`src/rtl/vram_pkg.sv`:
```
// rtl/vram_pkg.sv - shared types for the video RAM write port
package vram_pkg;

  localparam int VRAM_ADDR_WIDTH = 17;

  typedef struct packed {
    logic        fill;
    logic [16:0] address;
    logic [7:0]  data;
    logic [16:0] length;
  } vram_cmd_t;

  typedef enum logic [1:0] {
    IDLE  = 2'd0,
    LOAD  = 2'd1,
    WRITE = 2'd2
  } engine_state_t;

endpackage

```
`src/rtl/vram_cmd_fifo.sv`:
```
// rtl/vram_cmd_fifo.sv - show-ahead command FIFO between host and write engine
module vram_cmd_fifo
  import vram_pkg::*;
#(
  parameter int FIFO_DEPTH = 8
) (
  input  logic                        clock,
  input  logic                        reset,
  input  logic                        push,
  input  vram_cmd_t                   pushData,
  input  logic                        pop,
  output vram_cmd_t                   popData,
  output logic                        full,
  output logic                        empty,
  output logic [$clog2(FIFO_DEPTH):0] count
);

  localparam int PW = $clog2(FIFO_DEPTH);
  localparam int CW = PW + 1;

  vram_cmd_t       storage [FIFO_DEPTH];
  logic [PW-1:0]   wrPtr;
  logic [PW-1:0]   rdPtr;

  // Storage carries no reset; only the pointers decide what is valid.
  always_ff @(posedge clock) begin
    if (push) begin
      storage[wrPtr] <= pushData;
    end
  end

  always_ff @(posedge clock or posedge reset) begin
    if (reset) begin
      wrPtr <= '0;
      rdPtr <= '0;
      count <= '0;
    end else begin
      if (push) begin
        wrPtr <= wrPtr + PW'(1);
      end
      if (pop) begin
        rdPtr <= rdPtr + PW'(1);
      end
      case ({push, pop})
        2'b10:   count <= count + CW'(1);
        2'b01:   count <= count - CW'(1);
        default: count <= count;
      endcase
    end
  end

  assign popData = storage[rdPtr];
  assign full    = (count == CW'(FIFO_DEPTH));
  assign empty   = (count == '0);

endmodule

```
`src/rtl/vram_writer.sv`:
```
// rtl/vram_writer.sv - host write/fill port draining a command FIFO into video RAM
module vram_writer
  import vram_pkg::*;
#(
  parameter int FIFO_DEPTH = 8,
  parameter int ADDR_WIDTH = VRAM_ADDR_WIDTH
) (
  input  logic                  clock,
  input  logic                  reset,
  input  logic                  cmdValid,
  output logic                  cmdReady,
  input  logic                  cmdFill,
  input  logic [ADDR_WIDTH-1:0] cmdAddress,
  input  logic [7:0]            cmdData,
  input  logic [ADDR_WIDTH-1:0] cmdLength,
  input  logic                  blankOnlyMode,
  input  logic                  vBlank,
  output logic [ADDR_WIDTH-1:0] memAddress,
  output logic [7:0]            memData,
  output logic                  memWrite,
  input  logic                  memAck,
  output logic                  busy
);

  localparam int CW = $clog2(FIFO_DEPTH) + 1;

  engine_state_t         state;
  engine_state_t         stateNext;
  vram_cmd_t             pushCmd;
  vram_cmd_t             headCmd;
  logic                  push;
  logic                  pop;
  logic                  fifoFull;
  logic                  fifoEmpty;
  logic                  fifoEmptyNext;
  logic                  gateOpen;
  logic                  writeNext;
  logic [CW-1:0]         fifoCount;
  logic [ADDR_WIDTH-1:0] curAddr;
  logic [ADDR_WIDTH-1:0] remaining;
  logic [7:0]            curData;

  assign pushCmd = '{fill: cmdFill, address: cmdAddress, data: cmdData, length: cmdLength};
  assign push    = cmdValid && !fifoFull;
  assign cmdReady = !fifoFull;

  vram_cmd_fifo #(
    .FIFO_DEPTH(FIFO_DEPTH)
  ) cmdFifo (
    .clock   (clock),
    .reset   (reset),
    .push    (push),
    .pushData(pushCmd),
    .pop     (pop),
    .popData (headCmd),
    .full    (fifoFull),
    .empty   (fifoEmpty),
    .count   (fifoCount)
  );

  // The blanking gate only decides whether a new write may start.
  assign gateOpen = !blankOnlyMode || vBlank;

  always_comb begin
    stateNext = state;
    pop       = 1'b0;
    writeNext = memWrite;
    case (state)
      IDLE: begin
        if (!fifoEmpty) begin
          pop       = 1'b1;
          stateNext = LOAD;
        end
      end
      LOAD: begin
        if (remaining == '0) begin
          stateNext = IDLE;
        end else if (gateOpen) begin
          writeNext = 1'b1;
          stateNext = WRITE;
        end
      end
      WRITE: begin
        if (memAck) begin
          if (remaining == ADDR_WIDTH'(1)) begin
            writeNext = 1'b0;
            if (!fifoEmpty) begin
              pop       = 1'b1;
              stateNext = LOAD;
            end else begin
              stateNext = IDLE;
            end
          end else if (!gateOpen) begin
            writeNext = 1'b0;
            stateNext = LOAD;
          end
        end
      end
      default: begin
        stateNext = IDLE;
        writeNext = 1'b0;
      end
    endcase
  end

  assign fifoEmptyNext = ((fifoCount == '0) && !push) ||
                         ((fifoCount == CW'(1)) && pop && !push);

  always_ff @(posedge clock or posedge reset) begin
    if (reset) begin
      state     <= IDLE;
      memWrite  <= 1'b0;
      busy      <= 1'b0;
      curAddr   <= '0;
      curData   <= '0;
      remaining <= '0;
    end else begin
      state    <= stateNext;
      memWrite <= writeNext;
      busy     <= !fifoEmptyNext || (stateNext != IDLE);
      if (pop) begin
        curAddr   <= headCmd.address;
        curData   <= headCmd.data;
        remaining <= headCmd.fill ? headCmd.length : ADDR_WIDTH'(1);
      end else if (state == WRITE && memAck) begin
        curAddr   <= curAddr + ADDR_WIDTH'(1);
        remaining <= remaining - ADDR_WIDTH'(1);
      end
    end
  end

  assign memAddress = curAddr;
  assign memData    = curData;

endmodule

```
`config.mk`:
```
export PLATFORM = sky130hd
export DESIGN_NAME = vram_writer
export DESIGN_NICKNAME = d
export VERILOG_FILES = /design/src/rtl/vram_pkg.sv /design/src/rtl/vram_cmd_fifo.sv /design/src/rtl/vram_writer.sv
export SDC_FILE = /design/constraint.sdc
export NUM_CORES = 1
export LEC_CHECK = 0
export BUFFER_PORTS_ARGS = -buffer_cell sky130_fd_sc_hd__buf_2
export CELL_PAD_IN_SITES_DETAIL_PLACEMENT = 0
export CELL_PAD_IN_SITES_GLOBAL_PLACEMENT = 1
export CORE_MARGIN = 2
export CORE_UTILIZATION = 33
export CTS_CLUSTER_DIAMETER = 30
export DETAILED_ROUTE_END_ITERATION = 12
export GPL_TIMING_DRIVEN = 0
export PLACE_DENSITY = 0.59
export SYNTH_ARGS = -nofsm -noshare
export SYNTH_HDL_FRONTEND = slang
export SYNTH_SLANG_ARGS = --single-unit
```
`constraint.sdc`:
```
create_clock -name clock -period 9.35 [get_ports clock]
set_input_delay 1.4025 -clock clock [delete_from_list [all_inputs] [get_ports clock]]
set_output_delay 1.4025 -clock clock [all_outputs]
set_load 0.01 [all_outputs]
```
==> reports/qor.txt <==
min-delay worst type - flop to flop
hold_buf cts - 0
CTS sink cnt - 400
1st-pass router iterations - 5
CP startpoint - cmdValid
via/cell ratio - 5.04
Max VDD drop - 0.000153 V
DRC errors left - 0
Hold Crit Start - memData[6]
Fmax - 297 MHz
P_sw - 2.26 mW
P_int - 5.19 mW
die height - 224 um
IO Count - 77
ANT nets after route - 0
Crit Path Class - input port to flop
Synth area leaders - edfxtp_1 65%, mux4_2 12%, dfrtp_1 8.8%, mux2i_1 2.2%, nand2_1 1.1%
# rows - 80
vias in the first global route - 9,053
Final HPWL DP - 25,500 um
FF-to-FF setup slack - 6.02 ns
share of the synthesized area in the top cell type - 64.9%
Num CTS Buffers - 87
Final Critical Period - 3.37 ns
count of final hold-check violations - 0
setup bufs post-CTS - 0
number of port buffers - 76
Yosys reg bits - 400
Util after Layout - 43.0%
layout cells sized above 1 - 34.2%
period utilization - 36.0%
Final #Nets - 1,081
H-tree levels - 3
Max-Cap Viols - 0
clock buffer depth - 3
worst slew pin tran - 1.08 ns
power density cells - 364 nW/um^2
post-cts gate resize count - 0
WP data required - 9.64 ns
core area - 47,600 sq um
post-synthesis net count - 894
gate count after technology mapping - 836
Initial Util - 33.4%
TritonCTS clock tree - yes
post-synth top area cell - edfxtp_1
status - finished, final reports clean
Total Wirelength - 39,800 um
Critical R2R Launch - cmdFifo.count[0]
setup tns final - 0 ns
EDFF count, synth - 344
total placed instance area - 17,500 sq um
clock latency on the worst-skew pair - 0.59 ns
sw frac - 30.4%
via count - 8,620
grt total ovfl - 0
RSZ-0062 raised after global routing - false
Clock power frac - 40.7%
ys async rst share - 14.0%
Flop pwr share - 33.3%
post-synthesis sequential area ratio - 73.8%
synthesized area per cell - 19.0 sq um
predominant post-synthesis flop cell - edfxtp_1
initial antenna violation count - 4
GPL Wtd Cong - 0.823
cell area after layout - 20,500 sq um
first-pass GRT wire length - 59,700 um
largest net degree at the start of global routing - 57
Setup crit end kind - flop
mapped cell area - 15,900 sq um
startpoint class of the critical path - input port
clock-pin slew on the worst setup and hold paths - 0.04 ns
CTS Root Cell - clkbuf_16
Max-slew headroom - 28.1%
Clock Skews - 0.0166 ns
DIE WIDTH - 224 um
Unique masters post-synth - 63
worst-path fanout max - 9
die area - 50,000 sq um
final setup fails - 0
GRT Total Usage - 16.4%
Area growth syn-to-layout - 28.7%
initial DRC count - 651
Leakage - 7.15 nW
routed length per instance - 23.3 um
Logic pwr share - 26.0%
Max Slew Vio Count - 0
CP arrival - 3.65 ns
Synthesis Warnings - 0
per-layer routing:
metal | GRT usage, % | vias to the layer above | wire length [um]
met5 | 0 | - | 25
met4 | 5.81 | 4 | 1020
met3 | 4.55 | 81 | 2370
met2 | 25.5 | 244 | 18700
met1 | 22.1 | 4496 | 17700
li1 | - | 3795 | -
worst max-delay path, stage by stage:
cell     delay (ns)
buf_2          0.12
nand2_1        0.11
or2_2          0.41
nor3_2         0.71
buf_4          0.35
buf_6          0.21
buf_8          0.17
buf_8          0.16
cell usage in the layout, fill, tap and decap left out, types with 5 or more instances in the layout:
master / count
bufinv_16: 11
clkinvlp_4: 10
mux2i_1: 35
clkinv_4: 7
a21oi_1: 15
buf_12: 6
buf_6: 10
xnor2_1: 19
clkbuf_8: 5
nor4_1: 5
inv_1: 10
clkbuf_1: 20
nand4_1: 7
buf_2: 95
o21ai_0: 20
mux4_2: 82
dfrtp_1: 56
nand2b_1: 6
nor3_1: 9
nand3_1: 12
a211oi_1: 6
clkbuf_16: 88
nor2_1: 18
nor2_4: 6
inv_6: 9
ha_1: 9
buf_16: 6
clkinv_2: 13
xor2_1: 13
nor2b_1: 10
nand2_1: 48
edfxtp_1: 344
o22ai_1: 11
clkinv_1: 5
path summary, 6_finish.rpt:
kind	endpoint	cells past startpoint
worst min-delay path	memData[6]	2
worst max-delay path	cmdFifo.storage[0][17]	8
worst min register to register	memData[6]	2
worst max register to register	cmdFifo.storage[0][17]	10
min in group asynchronous	remaining[7]	2
max in group asynchronous	memData[5]	2
final cells by class:
class	instances	area (sq um)
clock buffers	106	2320
plain buffers	36	193
inverters	12	52.6
repair buffers	98	782
fillers	4211	27200
clock inverters	55	637
well taps	615	769
flip-flops and latches	400	11700
diodes	1	2.50
multi-input cells	388	3990
through the flow:
stage	power, mW	setup WS (ns)	hold WS [ns]	instances
after detailed placement	4.48	5.31	0.488	1549
after global placement	4.41	0.355	0.484	1527
after global routing	7.78	5.81	0.516	1711
final	7.45	5.98	0.495	1711
after CTS	7.55	5.92	0.496	1710
after floorplan	3.72	4.10	0.464	836
cell families after synthesis:
kind of cell / count (synthesis) / share of synthesized area (%)
DFF: 400 / 73.8
and+or+nand+nor: 145 / 4.70
xor gates and xnor gates: 32 / 1.76
adders and majority gates: 9 / 0.708
muxes: 121 / 14.1
buffers and inverters: 48 / 1.53
AOI/OAI and AO/OA: 81 / 3.45
cells in the mapped netlist, drive strengths merged (3+ instances only):
| library cell | count |
|---|---|
| edfxtp | 344 |
| nand2 | 48 |
| mux2i | 35 |
| ha | 9 |
| nand3 | 12 |
| nand4b | 3 |
| xnor2 | 19 |
| a31oi | 3 |
| o21ai | 21 |
| or3 | 3 |
| dfrtp | 56 |
| clkbuf | 7 |
| buf | 29 |
| a211oi | 6 |
| nand4 | 8 |
| nand2b | 6 |
| nor2 | 24 |
| and3 | 3 |
| nor3 | 11 |
| o22ai | 12 |
| mux2 | 4 |
| a21oi | 15 |
| nor4 | 6 |
| nor2b | 10 |
| inv | 11 |
| mux4 | 82 |
| xor2 | 13 |
state kept, by name, summed over array words and instances (netlist names):
signal	cells
cmdFifo.storage	344
memAddress	17
remaining	17
memData	8
cmdFifo.count	4
cmdFifo.rdPtr	3
cmdFifo.wrPtr	3
state	2
busy	1
memWrite	1
power by group through the flow:
stage	sequential, mW	clock, mW	combinational (mW)
after floorplan	2.49	0	1.24
after global placement	2.54	0	1.87
after detailed placement	2.50	0	1.98
after CTS	2.48	3.08	1.99
after global routing	2.51	3.17	2.10
final	2.48	3.03	1.94
No activity file was read; power rests on OpenSTA's default activity.
